### src/rtl/hologram_pkg.sv
`default_nettype none
// ============================================================================
// Package  : hologram_pkg
// Brief    : Shared types and helpers for the POV hologram column pipeline.
// Revision : 1.0 - initial release
// ============================================================================
package hologram_pkg;

    localparam int COLOR_W = 24;

    typedef enum logic [2:0] {
        IDLE     = 3'd0,
        FETCH    = 3'd1,
        CAPTURE  = 3'd2,
        HANDOFF  = 3'd3,
        WAIT_ACK = 3'd4
    } state_t;

    // Bit offset of LED i inside the flat driver bus.
    function automatic int led_slice(input int i);
        return i * COLOR_W;
    endfunction

endpackage
`default_nettype wire

### src/rtl/column_streamer.sv
`default_nettype none
// ============================================================================
// Module   : column_streamer
// Brief    : Fetches one LED column per tick from image RAM and hands it to
//            the WS2812 driver over a start/busy handshake.
// Revision : 1.0 - initial release
// ============================================================================
module column_streamer
    import hologram_pkg::*;
#(
    parameter int LED_COUNT    = 8,
    parameter int COLUMN_COUNT = 64,
    parameter int ADDR_WIDTH   = 12
) (
    input  logic                              clk,
    input  logic                              reset,
    input  logic                              col_tick,
    input  logic                              sync,
    output logic [ADDR_WIDTH-1:0]             mem_addr,
    input  logic [COLOR_W-1:0]                mem_rdata,
    output logic [LED_COUNT*COLOR_W-1:0]      drv_data,
    output logic                              drv_start,
    input  logic                              drv_busy,
    output logic [$clog2(COLUMN_COUNT)-1:0]   col_idx,
    output logic                              overrun
);

    localparam int c_COL_W = (COLUMN_COUNT > 1) ? $clog2(COLUMN_COUNT) : 1;
    localparam int c_K_W   = (LED_COUNT > 1) ? $clog2(LED_COUNT) : 1;
    localparam logic [c_K_W-1:0]   c_K_LAST   = c_K_W'(LED_COUNT - 1);
    localparam logic [c_COL_W-1:0] c_COL_LAST = c_COL_W'(COLUMN_COUNT - 1);

    state_t                          r_state;
    state_t                          w_state_nxt;
    logic [c_K_W-1:0]                r_k;
    logic [c_COL_W-1:0]              r_next_col;
    logic [c_COL_W-1:0]              r_fetch_col;
    logic [ADDR_WIDTH-1:0]           r_mem_addr;
    logic                            r_wr_en;
    logic [c_K_W-1:0]                r_wr_idx;
    logic [COLOR_W-1:0]              r_shadow [LED_COUNT];
    logic [LED_COUNT*COLOR_W-1:0]    r_drv_data;
    logic                            r_drv_start;
    logic [c_COL_W-1:0]              r_col_idx;
    logic                            r_overrun;

    logic                            w_accept;
    logic                            w_copy;
    logic [c_COL_W-1:0]              w_accept_col;
    logic [c_COL_W-1:0]              w_col_inc;
    logic [ADDR_WIDTH-1:0]           w_base;
    logic [LED_COUNT*COLOR_W-1:0]    w_shadow_flat;

    assign w_accept     = (r_state == IDLE) && col_tick;
    assign w_copy       = (r_state == HANDOFF) && !drv_busy;
    // A coincident sync forces this tick onto column 0.
    assign w_accept_col = sync ? '0 : r_next_col;
    assign w_col_inc    = (w_accept_col == c_COL_LAST) ? '0 : w_accept_col + 1'b1;
    assign w_base       = ADDR_WIDTH'(w_accept_col) * ADDR_WIDTH'(LED_COUNT);

    for (genvar gi = 0; gi < LED_COUNT; gi++) begin : g_pack
        assign w_shadow_flat[led_slice(gi) +: COLOR_W] = r_shadow[gi];
    end

    always_ff @(posedge clk) begin
        if (reset) begin
            r_state <= IDLE;
        end else begin
            r_state <= w_state_nxt;
        end
    end

    always_comb begin
        w_state_nxt = r_state;
        case (r_state)
            IDLE:     if (col_tick) w_state_nxt = FETCH;
            FETCH:    if (r_k == c_K_LAST) w_state_nxt = CAPTURE;
            CAPTURE:  w_state_nxt = HANDOFF;
            HANDOFF:  if (!drv_busy) w_state_nxt = WAIT_ACK;
            WAIT_ACK: if (drv_busy) w_state_nxt = IDLE;
            default:  w_state_nxt = IDLE;
        endcase
    end

    always_ff @(posedge clk) begin
        if (reset) begin
            r_k         <= '0;
            r_next_col  <= '0;
            r_fetch_col <= '0;
            r_mem_addr  <= '0;
            r_wr_en     <= 1'b0;
            r_wr_idx    <= '0;
            r_drv_data  <= '0;
            r_drv_start <= 1'b0;
            r_col_idx   <= '0;
            r_overrun   <= 1'b0;
            for (int i = 0; i < LED_COUNT; i++) begin
                r_shadow[i] <= '0;
            end
        end else begin
            // RAM latency is one cycle, so each write trails its address by one.
            r_wr_en  <= (r_state == FETCH);
            r_wr_idx <= r_k;
            if (r_wr_en) begin
                r_shadow[r_wr_idx] <= mem_rdata;
            end

            if (w_accept) begin
                r_next_col <= w_col_inc;
            end else if (sync) begin
                r_next_col <= '0;
            end

            if (w_accept) begin
                r_fetch_col <= w_accept_col;
                r_k         <= '0;
                r_mem_addr  <= w_base;
            end else if ((r_state == FETCH) && (r_k != c_K_LAST)) begin
                r_k         <= r_k + 1'b1;
                r_mem_addr  <= r_mem_addr + 1'b1;
            end

            if (w_copy) begin
                r_drv_data <= w_shadow_flat;
                r_col_idx  <= r_fetch_col;
            end

            r_drv_start <= (w_state_nxt == WAIT_ACK);
            r_overrun   <= col_tick && (r_state != IDLE);
        end
    end

    assign mem_addr  = r_mem_addr;
    assign drv_data  = r_drv_data;
    assign drv_start = r_drv_start;
    assign col_idx   = r_col_idx;
    assign overrun   = r_overrun;

endmodule
`default_nettype wire
### config.mk
export PLATFORM = sky130hd
export DESIGN_NAME = column_streamer
export DESIGN_NICKNAME = d
export VERILOG_FILES = /design/src/rtl/hologram_pkg.sv /design/src/rtl/column_streamer.sv
export SDC_FILE = /design/constraint.sdc
export NUM_CORES = 1
export LEC_CHECK = 0
export CELL_PAD_IN_SITES_DETAIL_PLACEMENT = 1
export CELL_PAD_IN_SITES_GLOBAL_PLACEMENT = 1
export CORE_ASPECT_RATIO = 2
export CORE_UTILIZATION = 38
export DETAILED_ROUTE_END_ITERATION = 6
export PLACE_DENSITY = 0.72
export SLEW_MARGIN = 20
export SYNTH_ARGS = -nofsm -noshare
export SYNTH_HDL_FRONTEND = slang
export SYNTH_SLANG_ARGS = --single-unit
export TNS_END_PERCENT = 100
### constraint.sdc
create_clock -name clk -period 2.7 [get_ports clk]
set_input_delay 0.405 -clock clk [delete_from_list [all_inputs] [get_ports clk]]
set_output_delay 0.405 -clock clk [all_outputs]
set_load 0.01 [all_outputs]
## Yosys cells after proc, flatten, opt, wreduce, memory -nomap -nowiden

Memory sizes are Yosys's and may differ from the RTL's. A register that Yosys moved wholly into a read port is not among the register bits.
Cells that the tools add are included.

- Output and inout port bits: 212
- Memories: 1
- Logic and storage cells: 51
- Bits in registers: 42
- Memory bits (writable): 192

- Multiplexer cells: 18
- Equality and inequality tests: 8
- Reduce and logical (&&, ||, !) cells: 10
- Add/subtract/negate cells: 3

Memory list:

| memory | depth | bits a word | read ports | clocked after memory_dff | wr ports | RTL line | source |
|---|---|---|---|---|---|---|---|
| r_shadow | 8 | 24 | 8 | 8 | 8 | column_streamer.sv:41 | `logic [COLOR_W-1:0] r_shadow [LED_COUNT];` |

Operators by type and width:

| kind | number |
|---|---|
| $mux W24 | 1 |
| $reduce_or A24 Y1 | 1 |
| $mux W6 | 3 |
| $mux W9 | 2 |
| $mux W3 | 5 |
| $pmux W3 S5 | 1 |
| $add A12 B1 Y12 const B | 1 |
| $eq A3 B3 Y1 const B | 3 |
| $add A6 B1 Y6 const B | 1 |
| $eq A3 B2 Y1 const B | 2 |
| $eq A6 B6 Y1 const B | 1 |
| $mux W1 | 6 |
| $logic_and A1 B1 Y1 | 4 |
| $add A3 B1 Y3 const B | 1 |
| $eq A3 B1 Y1 const B | 1 |
| $logic_not A3 Y1 | 1 |
| $ne A3 B3 Y1 const B | 1 |
| $reduce_bool A3 Y1 | 1 |
| $reduce_bool A2 Y1 | 1 |
| $reduce_or A2 Y1 | 1 |
| $logic_not A1 Y1 | 1 |

## Depth between registers and ports, before layout

- Depth after elaboration: 5
- Gate-level depth with buffers: 8

## Least setup slack after synthesis

Ideal clock, no wire load.

- Path type: input to register
- Start: input reset
- End: memory r_shadow[0][0], enable pin
- Library setup time: 0.358 ns
- Data required time: 2.342 ns
- Data arrival time: 1.749 ns
- Path slack: 0.593 ns
- Buffers on the path: 1
- Stages on the path: 4
- Path through: clkbuf_1 > or3b_1 > nor3_1 > or2_2

RTL lines:

| what | RTL line | source |
|---|---|---|
| from (decl) | column_streamer.sv:16 | `input logic reset,` |
| to (decl) | column_streamer.sv:41 |  |

## Final worst setup path

- Start: register r_k[0]
- End: register r_mem_addr[5], in the netlist mem_addr[5]

- Cells in the longest elaborated chain, start to end: 3

Ends and longest elaborated chain:

| what | RTL line | source |
|---|---|---|
| from (decl) | column_streamer.sv:35 | `logic [c_K_W-1:0] r_k;` |
| from (signal assigned) | column_streamer.sv:119 | `r_k <= r_k + 1'b1;` |
| $ne A3 B3 Y1 | column_streamer.sv:118 | `end else if ((r_state == FETCH) && (r_k != c_K_LAST)) begin` |
| $logic_and A1 B1 Y1 | column_streamer.sv:118 |  |
| $reduce_bool A2 Y1 (no source line) | - |  |
| to (signal assigned) | column_streamer.sv:117 | `r_mem_addr <= w_base;` |
| to (signal assigned) | column_streamer.sv:120 | `r_mem_addr <= r_mem_addr + 1'b1;` |
| to (decl) | column_streamer.sv:38 | `logic [ADDR_WIDTH-1:0] r_mem_addr;` |

No other way between the ends.
A chain may end at the register's enable or synchronous reset.

==> summary.txt <==
Run status
  – Status: finished, final reports clean

Timing
  – Final Hold Fails: 0
  – Relative slew slack: 50.19%
  – Fin crit period: 2.194 ns
  – Setup-failing EPs final: 0
  – Worst slew pin tran: 0.7448 ns
  – Final Max Slew Viols: 0
  – Setup TNS Final: 0 ns
  – Max Clk Rate: 0.4558 GHz
  – Worst clock skew: around 0.015 ns
  – RSZ-0062 raised after global routing: false
  – Final period util: about four fifths

Clock network
  – Worst-skew pair later-pin latency: about 0.54 ns
  – Cts hold-fix bufs: 0
  – H-tree levels: 2
  – Worst-path clk slew: approximately 0.070 ns
  – Clk sinks: between 400 and 500
  – Maximum root-to-sink buffer count: 3
  – CTS tree: done
  – Post CTS Setup Buffer Count: 0
  – Post-CTS sizing: 0
  – CTS root buffer: clkbuf_16
  – Number of CTS-inserted buffers: 39

Finish
  – Utilization after layout: 49.28%
  – # nets final: between 1.5k and 2k
  – # fillers: 4430
  – Diodes inserted: 0
  – Layout cells sized above 1: between 6 and 7%
  – Most frequent cells in the layout: nand2_1 (425), clkdlybuf4s50_1 (239), dfxtp_1 (234)
  – Commonest non-fill, non-tap cell in the layout: nand2_1
  – Area growth, synth to finish: 28.22%

Yosys
  – Avg Cell Area, Syn: between 10 and 15 um2
  – Gate Count Post-Synth: 1457
  – Netlist Area Pre-Place: roughly 15000 um2
  – Share of the synthesized area in the top cell type: 37.43%
  – Synthesis-stage register bit count: 426
  – Leading area contributor after synthesis: edfxtp_1
  – Fraction of registers with async set/reset: 0%
  – Netlist cell types: 40
  – Post-synth EDFFs: 192
  – Post-Syn Nets: 1490
  – Most used DFF post-synth: dfxtp_1
  – Ys Warns: 0
  – Synth area leaders: edfxtp_1 (37%), dfxtp_1 (30%), nand2_1 (10%), and2_1 (7.8%), a21oi_1 (6.9%)
  – Sequential area share after synthesis: between 60% and 70%

Power
  – Power Internal: 0.01036 W
  – Worst IR Drop VDD: 460.5 uV
  – Switching fraction of total power: roughly a fifth
  – P per Cell Area: about 660 nW/um2
  – Switching power: approximately 0.0027 W
  – Comb pwr share: ~2.8%
  – Clock power frac: about 45%
  – Reg power frac: 52.7%
  – Leakage: around 6.7 nW

Routing
  – First DRT Iteration DRCs: between 400 and 500
  – Drt drc: 0
  – Vias/cell: just under 5
  – Routed Antenna Nets: 0
  – First-pass DRT Iterations: 4
  – Avg WL per Cell: between 20 and 25 um
  – Via Count: roughly 11k
  – Final wirelength: ~46000 um

Global route
  – Met2 Usage GRT: between 40% and 50%
  – Vias in the first global route: about 12k
  – Busiest grt layer: met2
  – Largest net degree at the start of global routing: roughly 130
  – Total GRT Usage: roughly 23%
  – Met1 Usage GRT: between 20% and 30%
  – Met3 Resource Use GR: under 10%
  – Initial antenna violation count: 1
  – First-pass GRT wire length: 68940 um
  – Grt ovf: 0

Floorplanning
  – Die Area: approximately 41000 um2
  – Die width: 144.4 um
  – Cell Rows: 104
  – Initial Util: around two fifths
  – Area of the core: between 40000 and 50000 um2
  – Die height: 286.7 um
  – Io pins: approximately 240

Critical path
  – Crit start category: register
  – Reg2reg setup slack: ~0.5 ns
  – CP required: between 3 and 4 ns
  – Maximum fanout along the worst path: 8
  – Worst Setup EP: mem_addr[5]$_SDFFE_PP0P_
  – CP Capture Type: register
  – Worst reg2reg path depth: 5
  – CP Class: register to register
  – FF-to-FF Start: r_k[0]$_SDFFE_PP0P_
  – Reg2reg end: mem_addr[5]$_SDFFE_PP0P_
  – Arr. time, crit path: about 2.6 ns
  – Critical Path Start: r_k[0]$_SDFFE_PP0P_

Placed design
  – Gpl congestion: just over 0.8
  – Port Buffer Count: 240
  – Dpl hpwl: 31220 um

Flow run
  – Max-Cap Viols: 0

Hold path
  – Worst Hold Class: input pin to register
## worst max-delay path: stages (launching register included)
cell and delay (ns):
dfxtp_1 0.33, ha_1 0.20, ha_1 0.21, or4b_1 0.64, or4_1 0.55, a31oi_1 0.18
## cell families after synthesis
kind of cell,after synthesis,synth area share [%]
buffers and inverters,92,2.372
DFF,426,67.84
AOI/OAI and AO/OA,231,7.684
muxes,1,0.07310
adders and majority gates,4,0.3249
xor gates and xnor gates,10,0.5686
and+or+nand+nor,693,21.14
## metrics by stage
step                instance area, um2  instances  hold WS, ns  setup WS (ns)  total power, W
global placement                 18400       2161       0.4421         0.4580        0.007394
floorplan                        15400       1457       0.4321         0.5930        0.007164
detailed placement               18400       2161       0.4485         0.4216        0.007403
CTS                              19750       2232       0.1831         0.4968         0.01319
global route                     19750       2232       0.1986         0.3893         0.01342
finish                           19750       2232       0.1999         0.5062         0.01307
## power groups by stage
stage          Clock (W)  Sequential (W)  Combinational [W]
2_1_floorplan          0         0.00701           0.000149
3_3_place_gp           0         0.00703           0.000365
3_5_place_dp           0         0.00703           0.000370
4_1_cts          0.00593         0.00689           0.000372
5_1_grt          0.00614         0.00690           0.000386
6_report         0.00582         0.00689           0.000362
## how the worst min path moves through the flow
stage	endpoint	from	slack, ns	depth (start not counted)
after global routing	drv_data[112]$_SDFFE_PP0P_	reset	0.20	2
after global placement	drv_data[115]$_SDFFE_PP0P_	drv_data[115]$_SDFFE_PP0P_	0.44	2
after detailed placement	drv_data[23]$_SDFFE_PP0P_	drv_data[23]$_SDFFE_PP0P_	0.45	2
final	drv_data[159]$_SDFFE_PP0P_	reset	0.20	2
after floorplan	col_idx[0]$_SDFFE_PP0P_	r_fetch_col[0]$_SDFFE_PP0P_	0.43	2
after CTS	drv_data[159]$_SDFFE_PP0P_	reset	0.18	2
## synth_stat cells (2+ instances only)
cell / number
buf_2: 10
a31oi_1: 5
and2_1: 193
clkbuf_1: 75
xor2_1: 5
nand2_1: 425
edfxtp_1: 192
nor3_1: 6
dfxtp_1: 234
or3_1: 4
a21oi_1: 211
or4_1: 2
and3_1: 3
nor2_1: 17
nor2b_1: 8
o21ai_0: 7
or2_2: 10
nand3_1: 5
nand2b_1: 2
nand3b_1: 3
ha_1: 4
o31ai_1: 2
and4_1: 2
nand4_1: 6
a211oi_1: 2
nor4b_2: 2
xnor2_1: 5
buf_1: 5
## state kept, by name, summed over array words and instances, names as in the netlist
name and flops:
col_idx 6, drv_start 1, r_shadow 192, r_wr_en 1, r_wr_idx 3, r_fetch_col 6
r_k 3, mem_addr 12, overrun 1, r_next_col 6, drv_data 192, r_state 3
## routing by layer
layer  routed length (um)  up-vias
li1                     -     5257
met3                 2136       93
met2                25600      276
met1                16220     5418
met4                 2238        2
met5                   18        -
## area by class of cell
class / count / area (um2) / share of cell area, %
inverter: 1 / 3.754 / 0.01901
tap: 530 / 663.1 / 3.358
clock buffer: 53 / 1132 / 5.733
timing repair buffer: 265 / 2669 / 13.51
multi-input combinational: 939 / 4617 / 23.38
clock inverter: 18 / 215.2 / 1.090
sequential: 426 / 10450 / 52.91
Note: power is estimated with default switching activity, not from simulation.
